<file path="config.mk">
export PLATFORM = sky130hd
export DESIGN_NAME = pid_pwm_driver
export DESIGN_NICKNAME = d
export VERILOG_FILES = /design/src/rtl/pid_pwm_driver.sv
export SDC_FILE = /design/constraint.sdc
export NUM_CORES = 1
export LEC_CHECK = 0
export BUFFER_PORTS_ARGS = -buffer_cell sky130_fd_sc_hd__buf_2
export CAP_MARGIN = 20
export CORE_MARGIN = 8
export CORE_UTILIZATION = 30
export DETAILED_ROUTE_END_ITERATION = 8
export PLACE_DENSITY_LB_ADDON = 0.2
export SYNTH_ARGS = -nofsm -noshare
export SYNTH_HDL_FRONTEND = slang
export SYNTH_SLANG_ARGS = --single-unit
</file>
<file path="constraint.sdc">
create_clock -name clk -period 11 [get_ports clk]
set_input_delay 2.2 -clock clk [delete_from_list [all_inputs] [get_ports clk]]
set_output_delay 2.2 -clock clk [all_outputs]
set_load 0.01 [all_outputs]
</file>
<file path="src/rtl/pid_pwm_driver.sv">
// Turns signed per-channel PID speed commands into direction-aware PWM for four H-bridges.
// Commands are double-buffered so the duty cycle only changes at a PWM period boundary.
module pid_pwm_driver #(
  parameter int DATA_WIDTH = 16,
  parameter int NUM_CHN    = 4,
  localparam int CHN_WIDTH = 3,
  parameter int RPM_MAX    = 1500,
  parameter int CLK_FREQ   = 27_000_000,
  parameter int PWM_FREQ   = 100_000
) (
  input  logic                  clk,
  input  logic                  rstn,
  input  logic                  clk_pwm,
  input  logic                  u_valid_o,
  input  logic [CHN_WIDTH-1:0]  u_chn_o,
  input  logic [DATA_WIDTH-1:0] u_data_o,
  output logic                  motor_0_in_1,
  output logic                  motor_0_in_2,
  output logic                  motor_1_in_1,
  output logic                  motor_1_in_2,
  output logic                  motor_2_in_1,
  output logic                  motor_2_in_2,
  output logic                  motor_3_in_1,
  output logic                  motor_3_in_2
);

  localparam int PWM_PERIOD = CLK_FREQ / PWM_FREQ;
  localparam int CNT_W      = $clog2(PWM_PERIOD);
  localparam logic [CNT_W-1:0]      CNT_LAST  = CNT_W'(PWM_PERIOD - 1);
  localparam logic [DATA_WIDTH-1:0] RPM_MAX_W = DATA_WIDTH'(RPM_MAX);

  logic [DATA_WIDTH-1:0] pending      [NUM_CHN];
  logic [DATA_WIDTH-1:0] pending_next [NUM_CHN];
  logic [DATA_WIDTH-1:0] active       [NUM_CHN];
  logic [DATA_WIDTH-1:0] abs_v        [NUM_CHN];
  logic [DATA_WIDTH-1:0] mag          [NUM_CHN];

  logic [2:0]         sync_q;
  logic               align_edge;
  logic [CNT_W-1:0]   cnt;
  logic [CNT_W-1:0]   cnt_next;
  logic               boundary;
  logic [NUM_CHN-1:0] pwm_on;
  logic [NUM_CHN-1:0] in1_d;
  logic [NUM_CHN-1:0] in2_d;
  logic [NUM_CHN-1:0] in1_q;
  logic [NUM_CHN-1:0] in2_q;

  // sync_q[1:0] is the two-flop synchroniser; sync_q[2] holds the previous synchronised level.
  assign align_edge = sync_q[1] & ~sync_q[2];

  always_comb begin
    cnt_next = cnt + CNT_W'(1);
    if (align_edge || cnt == CNT_LAST) begin
      cnt_next = '0;
    end
  end

  assign boundary = (cnt_next == '0);

  // A word captured on the boundary cycle is the one handed to the active set.
  always_comb begin
    for (int k = 0; k < NUM_CHN; k++) begin
      pending_next[k] = pending[k];
      if (u_valid_o && u_chn_o == CHN_WIDTH'(k)) begin
        pending_next[k] = u_data_o;
      end
    end
  end

  always_ff @(posedge clk) begin
    if (!rstn) begin
      sync_q <= '0;
      cnt    <= '0;
      for (int k = 0; k < NUM_CHN; k++) begin
        pending[k] <= '0;
        active[k]  <= '0;
      end
    end else begin
      sync_q <= {sync_q[1:0], clk_pwm};
      cnt    <= cnt_next;
      for (int k = 0; k < NUM_CHN; k++) begin
        pending[k] <= pending_next[k];
        if (boundary) begin
          active[k] <= pending_next[k];
        end
      end
    end
  end

  // Two's-complement magnitude: the most negative word maps to 2^(DATA_WIDTH-1) unsigned.
  always_comb begin
    for (int k = 0; k < NUM_CHN; k++) begin
      abs_v[k]  = active[k][DATA_WIDTH-1] ? (~active[k] + DATA_WIDTH'(1)) : active[k];
      mag[k]    = (abs_v[k] > RPM_MAX_W) ? RPM_MAX_W : abs_v[k];
      pwm_on[k] = (32'(mag[k]) * 32'(PWM_PERIOD)) > (32'(cnt) * 32'(RPM_MAX));
      in1_d[k]  = pwm_on[k] && !active[k][DATA_WIDTH-1] && (active[k] != '0);
      in2_d[k]  = pwm_on[k] && active[k][DATA_WIDTH-1];
    end
  end

  always_ff @(posedge clk) begin
    if (!rstn) begin
      in1_q <= '0;
      in2_q <= '0;
    end else begin
      in1_q <= in1_d;
      in2_q <= in2_d;
    end
  end

  assign motor_0_in_1 = in1_q[0];
  assign motor_0_in_2 = in2_q[0];
  assign motor_1_in_1 = in1_q[1];
  assign motor_1_in_2 = in2_q[1];
  assign motor_2_in_1 = in1_q[2];
  assign motor_2_in_2 = in2_q[2];
  assign motor_3_in_1 = in1_q[3];
  assign motor_3_in_2 = in2_q[3];

endmodule

</file>
==> results_dict.tcl, run 1 <==
set metrics [dict create \
    wl_mm 45.64 \
    swShare 0.4782 \
    io_pins 31 \
    die_w_um 268.5 \
    period_minus_slack_ns 8.747 \
    nNetsFinal 2782 \
    wl_per_cell_um 14.50 \
    port-buffer-count 30 \
    first_iter_violations 641 \
    cp.required_ns 11.37 \
    synth_area_per_cell_um2 8.678 \
    slowest_stage "nor3_2" \
    syn_to_final_growth_pct 10.45 \
    pwr-share-clk 0.139 \
    path_clk_slew_ns 0.09 \
    end_kind "flop" \
    cts_buffers 17 \
    grt_pass1_wl_mm 75.56 \
    worst-path-buf-inv 3 \
    cts_setup_buffers 0 \
    p_int_uw 2333 \
    final_cell_mix "inv_1 (388), ha_1 (343), nand2_1 (230), fa_1 (129), nor2b_1 (101)" \
    vias 14643 \
    p_sw_uw 2138 \
    cts_hold_buf 0 \
    design_area_um2 21130 \
    cp-start-kind "flop" \
    cts.sinks 148 \
    gp_congestion 0.8326 \
    period_share 0.7952 \
    place_hpwl_mm 37.52 \
    power_density_nw_per_um2 211.6 \
    syn-cell-area_um2 19130 \
    max_slew_margin 0.2424 \
    synthCells 2204 \
    place_area_um2 20510 \
    core_area_um2 63080 \
    drc 0 \
    hold_violations 0 \
    ys_seq_elements 148 \
    fill_cells 6727 \
    fin_setup_tns_ns 0 \
    worstPathArrival_ns 9.12 \
    drive_gt1_frac 0.04609 \
    maxClockFrequency_mhz 114.3 \
    grt_max_degree 69 \
    peakVddDrop_uv 142.1 \
    path_class "reg2reg" \
    max_stage_delay_ns 0.66 \
    ys_seq_area_frac 0.1884 \
    htree_num_levels 4 \
    clockBufferDepth 2 \
    finalSetupViolations 0 \
    die_h_um 268.5 \
    netlist.area_leader.share 0.2244 \
    clkLatencyLatePin_ns 0.48 \
    cp_max_fo 12 \
    grt_pass1_vias 14792 \
    rsz0062_at_grt "false" \
    synth_edf_count 64 \
    antenna_found_initial 1 \
    hold_class "reg2reg" \
    yosys_warnings 0 \
    seqPwrFrac 0.146 \
    synthArstFlopShare 0 \
    synth.area.top_cells "ha_1 (22%), fa_1 (14%), edfxtp_1 (10%)" \
    ys.flop_type "dfxtp_1" \
    dieArea_um2 72090 \
    status "finished clean" \
    cp_top_family "simple AND/OR/NAND/NOR gates" \
    reg2reg_setup_slack_ns 2.25 \
    initial_core_util 0.3032 \
    vias_per_cell 4.653 \
    post_cts_resized 0 \
    crit_top_cell "ha_1" \
    drt_first_pass_iters 5 \
    skew_ns 0.02956 \
    drv_cap 0 \
    combinationalPowerShare 0.715 \
    worstMarginPinSlew_ns 1.126 \
    cts-root-buf "clkbuf_16" \
    slew_violations 0 \
    grt.overflow.total 0 \
    yosysTopAreaCell "ha_1" \
    synth.distinct_cells 80 \
    fin_util 0.3349 \
    p_leak_uw 0.009924 \
    rows 92 \
    cts_tree "yes" \
    final_common_cell "inv_1" \
    grt_use_total 0.1299 \
    drtAntennaViolNets 0 \
]
==> area by class of cell <==
class                           instances  area, µm²  area share
Tap cell                              846       1059     0.05011
Timing Repair Buffer                   44      255.2     0.01208
Clock inverter                         15      182.7    0.008647
Sequential cell                       148       3603      0.1706
Antenna cell                            1      2.502   0.0001185
Multi-Input combinational cell       1688      14140      0.6694
Inverter                              388       1456     0.06894
Clock buffer                           17      425.4     0.02014
==> layer usage <==
metal	vias to the layer above	global-route usage	part of all wire
met4	0	0.03942	0.024
met5	-	0	0
met1	6893	0.1705	0.49
met2	177	0.2180	0.46
li1	7518	-	-
met3	55	0.02097	0.027
==> registers in the layout, summed over array words and instances (netlist names) <==
signal	count
active	64
cnt	9
sync_q	3
in1_q	4
pending	64
in2_q	4
==> through the flow <==
| stage | hold WS, ns | setup slack [ns] | instances | total power (µW) |
|---|---|---|---|---|
| detailed placement | 0.4393 | 2.339 | 3114 | 3856 |
| floorplan | 0.4119 | 3.532 | 2275 | 3191 |
| finish | 0.4393 | 2.253 | 3147 | 4471 |
| CTS | 0.4520 | 2.327 | 3146 | 4501 |
| global placement | 0.4367 | 2.541 | 3114 | 3797 |
| global route | 0.4762 | 1.744 | 3146 | 5034 |
==> synth_stat cells (all sizes together), types with 19 or more instances <==
cell type and number:
a21boi 70, a21o 42, a21oi 87, clkbuf 43, dfxtp 84, edfxtp 64
fa 129, ha 343, inv 388, nand2 232, nand2b 19, nand3 30
nand4 22, nor2 73, nor2b 101, nor3 35, nor4 20, o21ai 60
o31ai 22, or3 19, xnor2 68, xor2 54
==> worst register-to-register path: cells and delay by family, from the launching register on <==
kind / cells / cell delay [ns]
buffers and inverters: 3 / 0.23
adder cells (fa/ha/maj): 6 / 2.10
AO/OA/AOI/OAI: 8 / 2.14
AND/OR/NAND/NOR: 12 / 3.28
flip-flops: 1 / 0.44
XOR/XNOR: 2 / 0.45
==> kinds of logic after synthesis <==
family,count (synthesis),synth area share
buffers and inverters,439,0.08694
adder cells (fa/ha/maj),472,0.3594
multiplexers,8,0.004252
AND/OR/NAND/NOR,623,0.1658
other,1,0.0001961
flip-flops,148,0.1884
XOR/XNOR,122,0.05626
AO/OA/AOI/OAI,391,0.1388
==> path summary, 6_finish.rpt <==
| check | endpoint | startpoint | depth (start not counted) |
|---|---|---|---|
| setup / recovery | in1_q[3] | active[3][0] | 31 |
| hold / removal | sync_q[1] | sync_q[0] | 1 |
| setup reg to reg | in1_q[3] | active[3][0] | 31 |
| hold reg to reg | sync_q[1] | sync_q[0] | 1 |
==> power groups by stage <==
stage	Clock (µW)	Sequential, µW	Combinational, µW
after floorplan	0	646	2540
after global placement	0	665	3130
after detailed placement	0	666	3190
after CTS	639	653	3210
after global routing	658	659	3720
final	620	653	3200
No activity file was read; power rests on OpenSTA's default activity.
==> run 2: changes to the inputs <==
- clock period: 11 -> 9 ns (I/O delays scaled with it)
==> results_dict.tcl, run 2 (same netlist as run 1, synthesis figures left out) <==
set metrics [dict create \
    power_density_nw_per_um2 259.2 \
    finalSetupViolations 0 \
    path_class "reg2reg" \
    slowest_stage "or4b_1" \
    period_minus_slack_ns 8.235 \
    wl_per_cell_um 14.62 \
    grt.overflow.total 0 \
    hold_violations 0 \
    grt_pass1_vias 14871 \
    vias 14606 \
    core_area_um2 63080 \
    p_leak_uw 0.009958 \
    drv_cap 0 \
    grt_pass1_wl_mm 76.17 \
    port-buffer-count 30 \
    max_stage_delay_ns 0.55 \
    drtAntennaViolNets 0 \
    min_to "sync_q[1]" \
    end_kind "flop" \
    worstMarginPinSlew_ns 0.9552 \
    cp.required_ns 9.35 \
    hold_class "reg2reg" \
    fin_util 0.3357 \
    cp-start-kind "flop" \
    largestRegisters "active x64, pending x64, cnt x9" \
    path_clk_slew_ns 0.08 \
    cts_buffers 17 \
    dieArea_um2 72090 \
    clkLatencyLatePin_ns 0.47 \
    cts_tree "yes" \
    wl_mm 46.07 \
    period_share 0.9149 \
    antenna_cells 0 \
    reg2reg_setup_slack_ns 0.77 \
    peakVddDrop_uv 189.8 \
    grt_use_total 0.1308 \
    gp_congestion 0.8298 \
    hold_path_depth 1 \
    rows 92 \
    cp_max_fo 10 \
    die_w_um 268.5 \
    antenna_found_initial 1 \
    startpoint "active[3][0]" \
    io_pins 31 \
    rr_endpoint "in1_q[3]" \
    htree_num_levels 4 \
    crit_top_cell "ha_1" \
    status "finished clean" \
    first_iter_violations 701 \
    slew_violations 0 \
    cts-root-buf "clkbuf_16" \
    design_area_um2 21180 \
    cts_hold_buf 0 \
    max_slew_margin 0.3611 \
    cts.sinks 148 \
    reg2reg_from "active[3][0]" \
    worstPathArrival_ns 8.58 \
    maxClockFrequency_mhz 121.4 \
    final_cell_mix "inv_1 (388), ha_1 (343), nand2_1 (230), fa_1 (129), nor2b_1 (101)" \
    drc 0 \
    hp-start "sync_q[0]" \
    die_h_um 268.5 \
    drt_first_pass_iters 7 \
    final_common_cell "inv_1" \
    place_area_um2 20540 \
    grt_max_degree 65 \
    syn_to_final_growth_pct 10.72 \
    rsz0062_at_grt "false" \
    nNetsFinal 2788 \
    clockBufferDepth 2 \
    initial_core_util 0.3032 \
    vias_per_cell 4.634 \
    skew_ns 0.01897 \
    place_hpwl_mm 37.94 \
    fin_setup_tns_ns 0 \
    drive_gt1_frac 0.04900 \
    worst_r2r_path_depth 32 \
]
==> run 2: how the worst max path moves through the flow <==
| stage | endpoint | cells after the start | slack, ns |
|---|---|---|---|
| floorplan | in1_q[3] | 32 | 1.53 |
| global placement | in1_q[3] | 31 | 0.51 |
| detailed placement | in1_q[3] | 31 | 0.29 |
| CTS | in1_q[3] | 31 | 0.28 |
| global route | in2_q[3] | 31 | 0.14 |
| finish | in1_q[3] | 32 | 0.77 |
==> run 2: final cells by class <==
cell class / count / area, µm²
inverters: 388 / 1456
repair buffers: 50 / 300.3
flip-flops and latches: 148 / 3603
well taps: 846 / 1059
multi-input cells: 1688 / 14150
fillers: 6682 / 41900
clock inverters: 15 / 180.2
clock buffers: 17 / 425.4
==> run 2: worst max-delay path, delay by kind of cell, from the launching register on <==
kind | cells | cell delay, ns
DFF | 1 | 0.43
AOI/OAI and AO/OA | 8 | 1.88
and+or+nand+nor | 12 | 2.81
buffers and inverters | 4 | 0.43
xor gates and xnor gates | 2 | 0.44
adders and majority gates | 6 | 2.10
==> run 2: routing by layer <==
| metal | up-vias | wire length, µm | GRT usage |
|---|---|---|---|
| met1 | 6813 | 22470 | 0.1720 |
| met2 | 199 | 21430 | 0.2218 |
| met3 | 54 | 1221 | 0.02015 |
| met4 | 0 | 951 | 0.03549 |
| li1 | 7540 | - | - |
| met5 | - | 0 | 0 |
==> run 2: what timing repair did <==
action	4_1_cts	5_1_grt
setup endpoints to repair	0	2
buffers inserted	0	2
gates resized for setup	0	2
==> run 2: through the flow <==
| step | cells | setup WS (ns) | hold WS (ns) | power, µW |
|---|---|---|---|---|
| finish | 3152 | 0.7655 | 0.4475 | 5489 |
| global route | 3152 | 0.1351 | 0.4793 | 6160 |
| CTS | 3150 | 0.2767 | 0.4581 | 5521 |
| detailed placement | 3118 | 0.2907 | 0.4253 | 4736 |
| global placement | 3118 | 0.5129 | 0.4372 | 4638 |
| floorplan | 2275 | 1.532 | 0.4119 | 3900 |
==> run 2: power breakdown <==
group	internal (µW)	switching, µW	total, µW
registers	744	53.4	797
clock network	376	369	745
logic	1740	2200	3950
total	2860	2630	5490
==> run 3: changes to the inputs <==
- ABC_AREA: unset -> 1
- CORE_UTILIZATION: 30 -> 40
==> results_dict.tcl, run 3 <==
set metrics [dict create \
    grt_max_degree 65 \
    vias_per_cell 4.774 \
    maxClockFrequency_mhz 155.2 \
    hold_path_depth 2 \
    nNetsFinal 3086 \
    die_h_um 235.5 \
    yosys_warnings 0 \
    cts_tree "yes" \
    peakVddDrop_uv 165.2 \
    hold_class "reg2reg" \
    io_pins 31 \
    rows 80 \
    ys_seq_area_frac 0.1870 \
    finalSetupViolations 0 \
    syn_to_final_growth_pct 8.466 \
    synth.area.top_cells "ha_1 (22%), fa_1 (13%), inv_1 (10%)" \
    reg2reg_setup_slack_ns 2.56 \
    port-buffer-count 30 \
    synth.distinct_cells 55 \
    netlist.area_leader.share 0.2227 \
    gp_congestion 0.8453 \
    fin_setup_tns_ns 0 \
    pwr-share-clk 0.120 \
    p_sw_uw 2932 \
    place_hpwl_mm 37.95 \
    hold_violations 0 \
    skew_ns 0.02873 \
    ys.flop_type "dfxtp_1" \
    seqPwrFrac 0.136 \
    period_minus_slack_ns 6.444 \
    cts_buffers 17 \
    cp_top_family "simple AND/OR/NAND/NOR gates" \
    synth_most_common_cell "inv_1" \
    ys_seq_elements 148 \
    max_stage_delay_ns 0.54 \
    dieArea_um2 55460 \
    core_area_um2 47650 \
    cp-start-kind "flop" \
    max_slew_margin 0.2930 \
    worst-path-buf-inv 5 \
    slew_violations 0 \
    worst_r2r_path_depth 36 \
    worstPathArrival_ns 6.78 \
    largestRegisters "active x64, pending x64, cnt x9" \
    path_class "reg2reg" \
    wl_per_cell_um 13.90 \
    reg2reg_from "active[3][0]" \
    p_leak_uw 0.01080 \
    min_to "sync_q[1]" \
    cp_max_fo 7 \
    drt_first_pass_iters 5 \
    die_w_um 235.5 \
    drc 0 \
    synth_edf_count 64 \
    combinationalPowerShare 0.744 \
    synthTopCellsByCount "inv_1 (539), nand2_1 (389), ha_1 (343)" \
    final_cell_mix "inv_1 (539), nand2_1 (388), ha_1 (343), nor2_1 (217), a21oi_1 (142)" \
    yosysTopAreaCell "ha_1" \
    worstMarginPinSlew_ns 1.057 \
    swShare 0.5079 \
    fin_util 0.4387 \
    initial_core_util 0.4045 \
    clockBufferDepth 2 \
    grt.overflow.total 0 \
    drtAntennaViolNets 0 \
    place_inst 3187 \
    htree_num_levels 4 \
    drive_gt1_frac 0.06797 \
    p_int_uw 2841 \
    first_iter_violations 716 \
    final_common_cell "inv_1" \
    hp-start "sync_q[0]" \
    cts_hold_buf 0 \
    rsz0062_at_grt "false" \
    cp.required_ns 9.34 \
    grt_pass1_wl_mm 74.64 \
    end_kind "flop" \
    status "finished clean" \
    cts-root-buf "clkbuf_16" \
    grt_pass1_vias 15027 \
    slowest_stage "fa_1" \
    path_clk_slew_ns 0.08 \
    post_cts_resized 0 \
    syn-cell-area_um2 19270 \
    antenna_cells 0 \
    synth_area_per_cell_um2 7.731 \
    antenna_found_initial 0 \
    power_density_nw_per_um2 276.2 \
    grt_use_total 0.1617 \
    crit_top_cell "nand2_1" \
    wl_mm 44.74 \
    vias 15369 \
    drv_cap 0 \
    period_share 0.7160 \
    layoutNonFillerInstCount 3219 \
    cts.sinks 148 \
    rr_endpoint "in1_q[3]" \
    synthArstFlopShare 0 \
    synthCells 2493 \
    cts_setup_buffers 0 \
    clkLatencyLatePin_ns 0.45 \
]
run 3: cell count changes after synthesis, sizes merged, moves of 21 or more:
cell	change
xnor2	-42
nor2b	-101
nor2	+213
inv	+162
a21boi	-66
o21ai	+44
nand2	+160
o31ai	-21
nand3	+90
a21o	-34
a21oi	+56
clkbuf	-28
run 3: per-layer routing:
layer,track usage,routed length (µm),up-vias
met5,0,0,-
met4,0.03071,582,0
met3,0.01814,1173,35
met2,0.2698,20290,188
met1,0.2248,22690,7082
li1,-,-,8064
run 3: area by class of cell:
class / instances / area, µm²
fillers: 4860 / 26740
multi-input cells: 1837 / 13710
flip-flops and latches: 148 / 3603
inverters: 551 / 2071
well taps: 615 / 769.5
clock buffers: 17 / 425.4
repair buffers: 36 / 195.2
clock inverters: 15 / 132.6
run 3: kinds of logic (layout without fill, tap and decap cells):
| logic type | count (synthesis) | after routing | synth area share |
|---|---|---|---|
| multiplexers | 19 | 19 | 0.009933 |
| adder cells (fa/ha/maj) | 472 | 472 | 0.3567 |
| AND/OR/NAND/NOR | 873 | 873 | 0.1994 |
| AO/OA/AOI/OAI | 302 | 302 | 0.08609 |
| flip-flops | 148 | 148 | 0.1870 |
| other | 1 | 72 | 0.0001946 |
| buffers and inverters | 579 | 619 | 0.1158 |
| XOR/XNOR | 99 | 99 | 0.04499 |
run 3: how the worst max path moves through the flow:
stage,startpoint,to,slack (ns),depth (start not counted)
floorplan,active[3][0],in1_q[3],3.39,35
global placement,active[3][0],in1_q[3],2.51,36
detailed placement,active[3][0],in1_q[3],2.50,36
CTS,active[3][0],in1_q[3],2.51,36
global route,active[3][0],in1_q[3],1.78,35
finish,active[3][0],in1_q[3],2.56,36
run 3: power groups by stage:
| stage | logic (µW) | clock network (µW) | registers [µW] |
|---|---|---|---|
| after floorplan | 3380 | 0 | 785 |
| after global placement | 4140 | 0 | 801 |
| after detailed placement | 4260 | 0 | 801 |
| after CTS | 4280 | 710 | 787 |
| after global routing | 5020 | 734 | 792 |
| final | 4300 | 690 | 786 |
run 3: worst register-to-register path, delay by kind of cell, from the launching register on:
family                   cells  cell delay [ns]
AND/OR/NAND/NOR             19             2.51
adder cells (fa/ha/maj)      6             2.22
AO/OA/AOI/OAI                5             0.66
flip-flops                   1             0.43
buffers and inverters        5             0.35
XOR/XNOR                     1             0.16
run 3: per-stage QoR:
stage	total power, µW	area [µm²]	worst slack, ns	hold slack (ns)
finish	5773	20900	2.556	0.4132
global route	6546	20900	1.783	0.4309
CTS	5779	20900	2.505	0.4166
detailed placement	5057	20350	2.503	0.4008
global placement	4945	20350	2.514	0.3946
floorplan	4166	19540	3.390	0.3905
